==> src/rtl/hawk_axi_line_master.sv <==
// hawk_axi_line_master: turns single 64-byte line requests into 2-beat AXI4
// INCR bursts (256-bit data) and returns one response per request.
// Only one transaction is outstanding at a time, so responses stay in order.
// Optional macro HAWK_AXI_LINE_TIMEOUT_EN adds a response watchdog that
// aborts after TIMEOUT_CYCLES in BWAIT/R0/R1.
//
//   state | meaning
//   IDLE  | ready for a new request
//   AW    | write address phase
//   W0    | write data beat 0 (low half)
//   W1    | write data beat 1 (high half, wlast)
//   BWAIT | waiting for write response
//   AR    | read address phase
//   R0    | waiting for read beat 0
//   R1    | waiting for read beat 1
//   RSP   | response presented to the core
module hawk_axi_line_master #(
  parameter logic [5:0] AXI_ID = 6'd0,
  parameter int TIMEOUT_CYCLES = 1024
) (
  input  logic         clk,
  input  logic         rst_n,
  // core request
  input  logic         req_valid,
  output logic         req_ready,
  input  logic         req_wr,
  input  logic [63:0]  req_addr,
  input  logic [511:0] req_wdata,
  input  logic [63:0]  req_be,
  // core response
  output logic         rsp_valid,
  input  logic         rsp_ready,
  output logic         rsp_wr,
  output logic         rsp_err,
  output logic [511:0] rsp_rdata,
  // write address channel
  output logic         awvalid,
  input  logic         awready,
  output logic [63:0]  awaddr,
  output logic [7:0]   awlen,
  output logic [2:0]   awsize,
  output logic [1:0]   awburst,
  output logic [5:0]   awid,
  // write data channel
  output logic         wvalid,
  input  logic         wready,
  output logic [255:0] wdata,
  output logic [31:0]  wstrb,
  output logic         wlast,
  // write response channel
  input  logic         bvalid,
  output logic         bready,
  input  logic [1:0]   bresp,
  input  logic [5:0]   bid,
  // read address channel
  output logic         arvalid,
  input  logic         arready,
  output logic [63:0]  araddr,
  output logic [7:0]   arlen,
  output logic [2:0]   arsize,
  output logic [1:0]   arburst,
  output logic [5:0]   arid,
  // read data channel
  input  logic         rvalid,
  output logic         rready,
  input  logic [255:0] rdata,
  input  logic [1:0]   rresp,
  input  logic [5:0]   rid,
  input  logic         rlast
);

  typedef enum logic [3:0] {IDLE, AW, W0, W1, BWAIT, AR, R0, R1, RSP} stateT;

  stateT state, stateNext;

  logic [63:0]  addrCap;
  logic [511:0] wdataCap;
  logic [63:0]  beCap;
  logic [63:0]  addrLoad;
  logic         accept;
  logic         errSet;
  logic         timeoutHit;
  logic [5:0]   unusedAddrLsb;

  assign unusedAddrLsb = req_addr[5:0];
  assign accept = (state == IDLE) && req_ready && req_valid;

  // Address for the AW/AR payload register: fresh request on acceptance, else the captured line.
  always_comb begin
    addrLoad = addrCap;
    if (accept) addrLoad = {req_addr[63:6], 6'b0};
  end

`ifdef HAWK_AXI_LINE_TIMEOUT_EN
  logic [31:0] waitCnt;
  logic        inWait;

  assign inWait = (state == BWAIT) || (state == R0) || (state == R1);
  assign timeoutHit = inWait && (waitCnt == 32'(TIMEOUT_CYCLES - 1));

  // Watchdog: restarts on entry to BWAIT or R0 and runs through R1.
  always_ff @(posedge clk or negedge rst_n) begin
    if (!rst_n) begin
      waitCnt <= '0;
    end else if ((stateNext == BWAIT && state != BWAIT) || (stateNext == R0 && state != R0)) begin
      waitCnt <= '0;
    end else if (inWait) begin
      waitCnt <= waitCnt + 32'd1;
    end
  end
`else
  logic unusedTimeout;
  assign unusedTimeout = ^TIMEOUT_CYCLES;
  assign timeoutHit = 1'b0;
`endif

  // State register.
  always_ff @(posedge clk or negedge rst_n) begin
    if (!rst_n) state <= IDLE;
    else        state <= stateNext;
  end

  // Next-state and error detection; a real handshake wins over a same-cycle timeout.
  always_comb begin
    stateNext = state;
    errSet    = 1'b0;
    case (state)
      IDLE:  if (accept) stateNext = req_wr ? AW : AR;
      AW:    if (awready) stateNext = W0;
      W0:    if (wready) stateNext = W1;
      W1:    if (wready) stateNext = BWAIT;
      BWAIT: begin
        if (bvalid) begin
          stateNext = RSP;
          errSet    = (bresp != 2'b00) || (bid != AXI_ID);
        end else if (timeoutHit) begin
          stateNext = RSP;
          errSet    = 1'b1;
        end
      end
      AR:    if (arready) stateNext = R0;
      R0: begin
        if (rvalid) begin
          stateNext = R1;
          errSet    = (rresp != 2'b00) || (rid != AXI_ID) || rlast;
        end else if (timeoutHit) begin
          stateNext = RSP;
          errSet    = 1'b1;
        end
      end
      R1: begin
        if (rvalid) begin
          stateNext = RSP;
          errSet    = (rresp != 2'b00) || (rid != AXI_ID) || !rlast;
        end else if (timeoutHit) begin
          stateNext = RSP;
          errSet    = 1'b1;
        end
      end
      RSP:   if (rsp_ready) stateNext = IDLE;
      default: stateNext = IDLE;
    endcase
  end

  // Request capture, read-data assembly and sticky error; cleared on return to IDLE.
  always_ff @(posedge clk or negedge rst_n) begin
    if (!rst_n) begin
      addrCap   <= '0;
      wdataCap  <= '0;
      beCap     <= '0;
      rsp_wr    <= 1'b0;
      rsp_err   <= 1'b0;
      rsp_rdata <= '0;
    end else begin
      if (accept) begin
        addrCap  <= addrLoad;
        wdataCap <= req_wdata;
        beCap    <= req_be;
        rsp_wr   <= req_wr;
      end
      if (state == R0 && rvalid) rsp_rdata[255:0]   <= rdata;
      if (state == R1 && rvalid) rsp_rdata[511:256] <= rdata;
      if (errSet) rsp_err <= 1'b1;
      if (state == RSP && rsp_ready) begin
        rsp_err   <= 1'b0;
        rsp_rdata <= '0;
      end
    end
  end

  // Registered channel outputs, decoded from the upcoming state; payloads are zero when idle.
  always_ff @(posedge clk or negedge rst_n) begin
    if (!rst_n) begin
      req_ready <= 1'b0;
      rsp_valid <= 1'b0;
      awvalid   <= 1'b0;
      awaddr    <= '0;
      awlen     <= '0;
      awsize    <= '0;
      awburst   <= '0;
      awid      <= '0;
      wvalid    <= 1'b0;
      wdata     <= '0;
      wstrb     <= '0;
      wlast     <= 1'b0;
      bready    <= 1'b0;
      arvalid   <= 1'b0;
      araddr    <= '0;
      arlen     <= '0;
      arsize    <= '0;
      arburst   <= '0;
      arid      <= '0;
      rready    <= 1'b0;
    end else begin
      req_ready <= (stateNext == IDLE);
      rsp_valid <= (stateNext == RSP);

      awvalid   <= (stateNext == AW);
      awaddr    <= (stateNext == AW) ? addrLoad : 64'd0;
      awlen     <= (stateNext == AW) ? 8'd1 : 8'd0;
      awsize    <= (stateNext == AW) ? 3'b101 : 3'b000;
      awburst   <= (stateNext == AW) ? 2'b01 : 2'b00;
      awid      <= (stateNext == AW) ? AXI_ID : 6'd0;

      wvalid    <= (stateNext == W0) || (stateNext == W1);
      wlast     <= (stateNext == W1);
      case (stateNext)
        W0: begin
          wdata <= wdataCap[255:0];
          wstrb <= beCap[31:0];
        end
        W1: begin
          wdata <= wdataCap[511:256];
          wstrb <= beCap[63:32];
        end
        default: begin
          wdata <= '0;
          wstrb <= '0;
        end
      endcase

      bready    <= (stateNext == BWAIT);

      arvalid   <= (stateNext == AR);
      araddr    <= (stateNext == AR) ? addrLoad : 64'd0;
      arlen     <= (stateNext == AR) ? 8'd1 : 8'd0;
      arsize    <= (stateNext == AR) ? 3'b101 : 3'b000;
      arburst   <= (stateNext == AR) ? 2'b01 : 2'b00;
      arid      <= (stateNext == AR) ? AXI_ID : 6'd0;

      rready    <= (stateNext == R0) || (stateNext == R1);
    end
  end

endmodule

==> config.mk <==
export PLATFORM = sky130hd
export DESIGN_NAME = hawk_axi_line_master
export DESIGN_NICKNAME = d
export VERILOG_FILES = /design/src/rtl/hawk_axi_line_master.sv
export SDC_FILE = /design/constraint.sdc
export NUM_CORES = 2
export LEC_CHECK = 0
export ABC_AREA = 1
export BUFFER_PORTS_ARGS = -buffer_cell sky130_fd_sc_hd__buf_2
export CAP_MARGIN = 15
export CORE_AREA = 8 8 733 735
export CTS_CLUSTER_DIAMETER = 150
export DETAILED_ROUTE_END_ITERATION = 6
export DIE_AREA = 0 0 741 743
export GPL_TIMING_DRIVEN = 0
export PLACE_DENSITY = 0.37
export SETUP_SLACK_MARGIN = 0.1
export SLEW_MARGIN = 20
export SYNTH_ARGS = -nofsm -noshare
export SYNTH_HDL_FRONTEND = slang
export SYNTH_SLANG_ARGS = --single-unit
==> constraint.sdc <==
create_clock -name clk -period 3.4 [get_ports clk]
set_clock_uncertainty 0.15 [all_clocks]
set_input_delay 0.51 -clock clk [delete_from_list [all_inputs] [get_ports clk]]
set_output_delay 0.51 -clock clk [all_outputs]
set_load 0.01 [all_outputs]
* After elaboration in Yosys (flattened, before gate mapping)
Cells that the tools add are included.
Widths: inputs -> output; s select.
** Operators by class
- Divide/modulo/power cells :: 0
- Reduce and logical (&&, ||, !) cells :: 21
- Multiply operators :: 0
- Shifts and indexed selects :: 0
- Multiplexer cells :: 31
- Add/subtract/negate cells :: 0
- Bitwise operators :: 0
- Magnitude comparators :: 0
- Equal/unequal tests :: 16
** Operators with widths (number)
- $mux 256 :: 2
- $mux 512 :: 1
- $pmux 256 s2 :: 1
- $mux 64 :: 3
- $pmux 32 s2 :: 1
- $mux 4 :: 9
- $pmux 4 s9 :: 1
- $eq 4x3->1 const B :: 8
- $eq 4x2->1 const B :: 4
- $reduce_bool 6->1 :: 2
- $reduce_bool 2->1 :: 5
- $mux 1 :: 9
- $mux 3 :: 3
- $eq 4x1->1 const B :: 2
- $eq 4x4->1 const B :: 2
- $logic_not 4->1 :: 2
- $logic_or 1x1->1 :: 6
- $logic_and 1x1->1 :: 5
- $pmux 1 s3 :: 1
- $logic_not 1->1 :: 1
** Storage, ports and cells
- Memories kept :: 0
- Word-level logic and storage cells :: 94
- Input bits :: 923
- Bits in latches :: 0
- Memory bits (read-only) :: 0
- Memory bits (writable) :: 0
- Output and inout bits :: 976
- Register bits after elaboration :: 1592

* Longest topological paths before layout
- Depth after elaboration :: 7
- Gate-level depth with buffers :: 12
- Mapped depth without buffers :: 10

* Least setup slack after synthesis
OpenSTA, ideal clock, no wires.
- Path type :: flip-flop to flip-flop
- From :: reg state[3]
- To :: reg awaddr[59]
- Clock period less this slack :: 1899 ps
- Cell stages (with the launch flop) :: 12
- Data required time :: 3178 ps
- Library setup time :: 72 ps
- Arrival time :: 1677 ps
- Path slack :: 1501 ps
- Path through :: dfrtp_1 -> nor2_2 -> nand3_2 -> nand2_1 -> nor2_1 -> nand2_4 -> nand2_1 -> inv_2 -> nand2_1 -> buf_2 -> buf_2 -> nor2_1
** On the way
- Cells in the longest elaborated chain, start to end :: 7
- Elaborated cells on any way between the ends :: 24
- Classes of those cells :: eq/ne: 9; mux: 12; reduce/logical: 3
** RTL lines
- from (decl) :: line 74 : stateT state, stateNext;
- from (signal assigned) :: line 120 : else state <= stateNext;
- $logic_not 4->1 :: line 86, 127
- $logic_and 1x1->1 (2 in series) :: line 86 : assign accept = (state == IDLE) && req_ready && req_valid;
- $mux 4 :: line 128 : IDLE: if (accept) stateNext = req_wr ? AW : AR;
- $pmux 4 s9 :: line 127 : case (state)
- $eq 4x1->1
- $mux 64 (*) :: line 219 : awaddr <= (stateNext == AW) ? addrLoad : 64'd0;
- to (signal assigned) :: line 219
- to (decl) :: line 39 : output logic [63:0] awaddr,
Every way passes the cells marked *; elsewhere a longest branch is shown, timed or not.
A chain may end at the register's enable or synchronous reset.

* Final worst setup path
- From :: reg state[3]
- To :: reg wdata[162]
** On the way
- Cells in the longest elaborated chain, start to end :: 7
- Elaborated cells on any way between the ends :: 24
- Classes of those cells :: eq/ne: 10; mux: 11; reduce/logical: 3
** RTL lines
- $logic_not 4->1 :: line 86, 127
- $logic_and 1x1->1 (2 in series) :: line 86
- $mux 4 :: line 128
- $pmux 4 s9 (*) :: line 127
- net stateNext[3] :: line 74
- $eq 4x2->1 :: line 227 : case (stateNext)
- $pmux 256 s2 (*) :: line 227
- to (signal assigned) :: line 229 : wdata <= wdataCap[255:0];
- to (signal assigned) :: line 233 : wdata <= wdataCap[511:256];
- to (decl) :: line 47 : output logic [255:0] wdata,
Mark *: on every way through the listed nets, which the timed path passes. The rest lies on a longest branch.

==> impl_metrics.tcl <==
set metrics [dict create \
    regToRegEndpoint "wdata[162]$_DFF_PN0_" \
    clk_pin_slew_worst_paths_ns 0.07 \
    portBuffers 1862 \
    routed-via-count 54860 \
    synth_mux_area_share_pct 10.85 \
    status "finished, violations left" \
    setup_slack_ns 0.2267 \
    drc 1 \
    total_power_mw 92.67 \
    synthAdderAreaFrac_pct 0 \
    rows 267 \
    violations "design-rule violations" \
    worst_hold_slack_ns 0.007809 \
    ys_types 23 \
    max_slew_margin_pct 33.08 \
    power.density_nw_per_um2 971.7 \
    final_cell_area_um2 95370 \
    pwr-share-seq_pct 33.5 \
    cts_buffers 210 \
    crit_arrival_ns 3.76 \
    rr_startpoint "state[3]$_DFF_PN0_" \
    antenna_found_initial 157 \
    grt_pass1_wl_um 590300 \
    internal_power_mw 52.31 \
    worstSetupEndpointType "register" \
    grt_pass1_vias 57040 \
    clk_latency_ns 0.88 \
    netlist_instances 5200 \
    max_cap_violations 0 \
    synth-edff-count 0 \
    dp_slack_ns -1.895 \
    rsz0062_at_grt "true" \
    comb_power_share_pct 41.2 \
    yosysSeqAreaShare_pct 66.23 \
    yosysWarnings 0 \
    synth-simple-area-share_pct 13.88 \
    max_freq_mhz 315.1 \
    synthXorXnorAreaFrac_pct 0 \
    clock_tree.buffer_depth 4 \
    synthArstFlopShare_pct 100.0 \
    root_buffer "clkbuf_16" \
    ys.flop_type "dfrtp_1" \
    viasPerCell 3.548 \
    fin_nets 9144 \
    criticalPathCategory "reg2reg" \
    cp-startpoint "state[3]$_DFF_PN0_" \
    power_frac_clock_pct 25.3 \
    slew_viol_final 0 \
    grtUsageMet2_pct 26.09 \
    ff2ff_setup_slack_ns 0.23 \
    drt-total-wl_um 462400 \
    die_h_um 743 \
    dr.pass1.iters 7 \
    placed_area_um2 78690 \
    netlist_area_um2 59770 \
    synth_top_cell_by_area "dfrtp_1" \
    p_sw_mw 40.36 \
    synthTopCellsByArea "dfrtp_1 66%, mux2_2 11%, nand2_1 7.2%" \
    worst_pin_slew_ns 1.000 \
    numClockSinks 1582 \
    syn_area_per_cell_um2 11.49 \
    rr_worst_depth 11 \
    wire_per_inst_um 29.90 \
    min_path_type "in2reg" \
    dr.first_iter.drc_count 4327 \
    start_kind "register" \
    cts_tree "done" \
    pin_count 1899 \
    crit_end "wdata[162]$_DFF_PN0_" \
    chipWidth_um 741 \
    drive_gt1_share_pct 36.94 \
    core_um2 526200 \
    synth_top_family_by_area "simple AND/OR/NAND/NOR gates" \
    overflow 0 \
    grt_use_met3_pct 6.208 \
    grt_max_degree 117 \
    ir_worst_vdd_uv 465.1 \
    grtUsageTotal_pct 16.06 \
    synth.ff_latch_count 1582 \
    cp_data_required_time_ns 3.99 \
    top_usage_layer "met2" \
    htreeDepth 4 \
    gp_congestion 0.9291 \
    netlist.area_leader.share_pct 66.23 \
    p_leak_nw 46.70 \
    post-dp-hpwl_um 386200 \
    setup_viol 0 \
    die_area_um2 550600 \
    finalCritPeriodShare_pct 93.33 \
    crit_fanout 10 \
    p_sw_share_pct 43.55 \
    globalRouteMet1Util_pct 19.58 \
    hold_violations 0 \
    min_period_ns 3.173 \
    ant_nets 0 \
    synth-compound-area-share_pct 4.814 \
    area_delta_synth_final_pct 59.55 \
    start_util_pct 11.36 \
    fillers 58750 \
]
-- how the worst min path moves through the flow --
stage | endpoint | slack [ns] | start | cells past startpoint
after floorplan | addrCap[0]$_DFFE_PN0N_ | 0.06 | rst_n | 0
after global placement | rsp_rdata[183]$_DFFE_PN0P_ | 0.31 | rsp_rdata[183]$_DFFE_PN0P_ | 2
after detailed placement | rsp_rdata[117]$_DFFE_PN0P_ | 0.32 | rsp_rdata[117]$_DFFE_PN0P_ | 2
after CTS | rsp_rdata[181]$_DFFE_PN0P_ | 0.0007 | rdata[181] | 3
after global routing | rsp_rdata[398]$_DFFE_PN0P_ | 0.02 | rdata[142] | 3
final | rsp_rdata[398]$_DFFE_PN0P_ | 0.008 | rdata[142] | 3
-- critical path: stages, from the launching register on --
cell	delay (ns)
dfrtp_1	0.45
inv_2	0.06
nand2_1	0.15
nor2_1	0.10
nand2_1	0.16
nand3_1	0.13
nor2_1	0.16
buf_4	0.30
buf_2	0.48
buf_2	0.31
nand4_1	0.10
nand2_1	0.41
-- logic make-up (layout without fill, tap and decap cells) --
family,after synthesis,count (layout)
AOI/OAI and AO/OA,574,574
buffers and inverters,568,3722
DFF,1582,1582
muxes,576,576
other,1,116
and+or+nand+nor,1899,1899
-- final cells by class --
type | instances | area (um2) | share of cell area (%)
antenna | 86 | 215.2 | 0.2257
buffer | 424 | 2090 | 2.191
clock buffer | 301 | 6088 | 6.384
clock inverter | 73 | 1044 | 1.094
inverter | 140 | 525.5 | 0.5510
multi-input combinational | 3079 | 17810 | 18.67
sequential | 1582 | 39590 | 41.51
tap | 6994 | 8751 | 9.176
timing repair buffer | 2784 | 19260 | 20.20
-- per-stage QoR --
stage / utilization [%] / instances / setup TNS [ns]
2_1_floorplan: - / 5229 / 0
3_3_place_gp: 14.82 / 14090 / -
3_5_place_dp: 14.95 / 14110 / -856.19
4_1_cts: 18.07 / 15380 / 0
5_1_grt: 18.10 / 15410 / 0
6_report: 18.13 / 15460 / 0
-- synthesized netlist by cell type, types with 4 or more instances --
cell type,n
nand3_1,302
nand4_1,291
nor2_1,142
dfrtp_1,1582
clkbuf_1,178
nor2_2,4
buf_4,41
buf_1,21
inv_1,133
mux2_2,576
nand2_1,1149
inv_2,7
buf_2,188
o21ai_0,572
-- routing by layer --
| metal | share of wire (%) | vias up |
|---|---|---|
| li1 | - | 23660 |
| met1 | 41 | 28150 |
| met2 | 46 | 2458 |
| met3 | 9.9 | 545 |
| met4 | 3.7 | 50 |
| met5 | 0.070 | - |
-- power groups by stage --
| stage | Combinational (mW) | Sequential (mW) | Clock [mW] |
|---|---|---|---|
| 2_1_floorplan | 14.7 | 31.9 | 0 |
| 3_3_place_gp | 37.9 | 31.4 | 0 |
| 3_5_place_dp | 38.2 | 31.2 | 0 |
| 4_1_cts | 39.5 | 31.0 | 24.3 |
| 5_1_grt | 41.2 | 31.8 | 24.9 |
| 6_report | 38.2 | 31.1 | 23.4 |
-- state kept, by name, indices dropped and copies added, names as in the netlist --
signal / cells
addrCap: 64
araddr: 64
arsize: 1
awaddr: 64
awsize: 1
beCap: 64
bready: 1
req_ready: 1
rready: 1
rsp_err: 1
rsp_rdata: 512
rsp_valid: 1
rsp_wr: 1
state: 4
wdata: 256
wdataCap: 512
wlast: 1
wstrb: 32
wvalid: 1
-- placed cells by master (no fill, tap or decap), types with 3 or more instances in the layout --
| cell type | instances |
|---|---|
| buf_2 | 2036 |
| dfrtp_1 | 1582 |
| nand2_1 | 1143 |
| dlygate4sd3_1 | 878 |
| mux2_2 | 576 |
| o21ai_0 | 570 |
| nand3_1 | 302 |
| nand4_1 | 291 |
| clkbuf_16 | 213 |
| clkbuf_1 | 184 |
| nor2_1 | 142 |
| inv_1 | 133 |
| diode_2 | 86 |
| buf_4 | 52 |
| clkbuf_8 | 47 |
| clkbuf_2 | 31 |
| buf_16 | 31 |
| conb_1 | 30 |
| clkinv_2 | 28 |
| buf_1 | 20 |
| bufinv_16 | 18 |
| buf_6 | 8 |
| inv_6 | 8 |
| inv_2 | 7 |
| clkinvlp_4 | 6 |
| bufbuf_16 | 5 |
| nor2_2 | 4 |
| nand2_2 | 4 |
| clkinv_16 | 4 |
| clkinv_4 | 4 |
| nand2_4 | 3 |
| nor3_1 | 3 |
| inv_16 | 3 |
| buf_12 | 3 |
-- repair_timing --
action / CTS / global route
setup endpoints to repair: 1422 / 227
resized for setup: 39 / 25
pin swaps: 5 / 0
endpoints found under the hold margin: 1524 / 1
hold buffers: 885 / 1
setup buffers: 3 / 0
cloned: 5 / 2
Power figures use the tool's default switching activity.
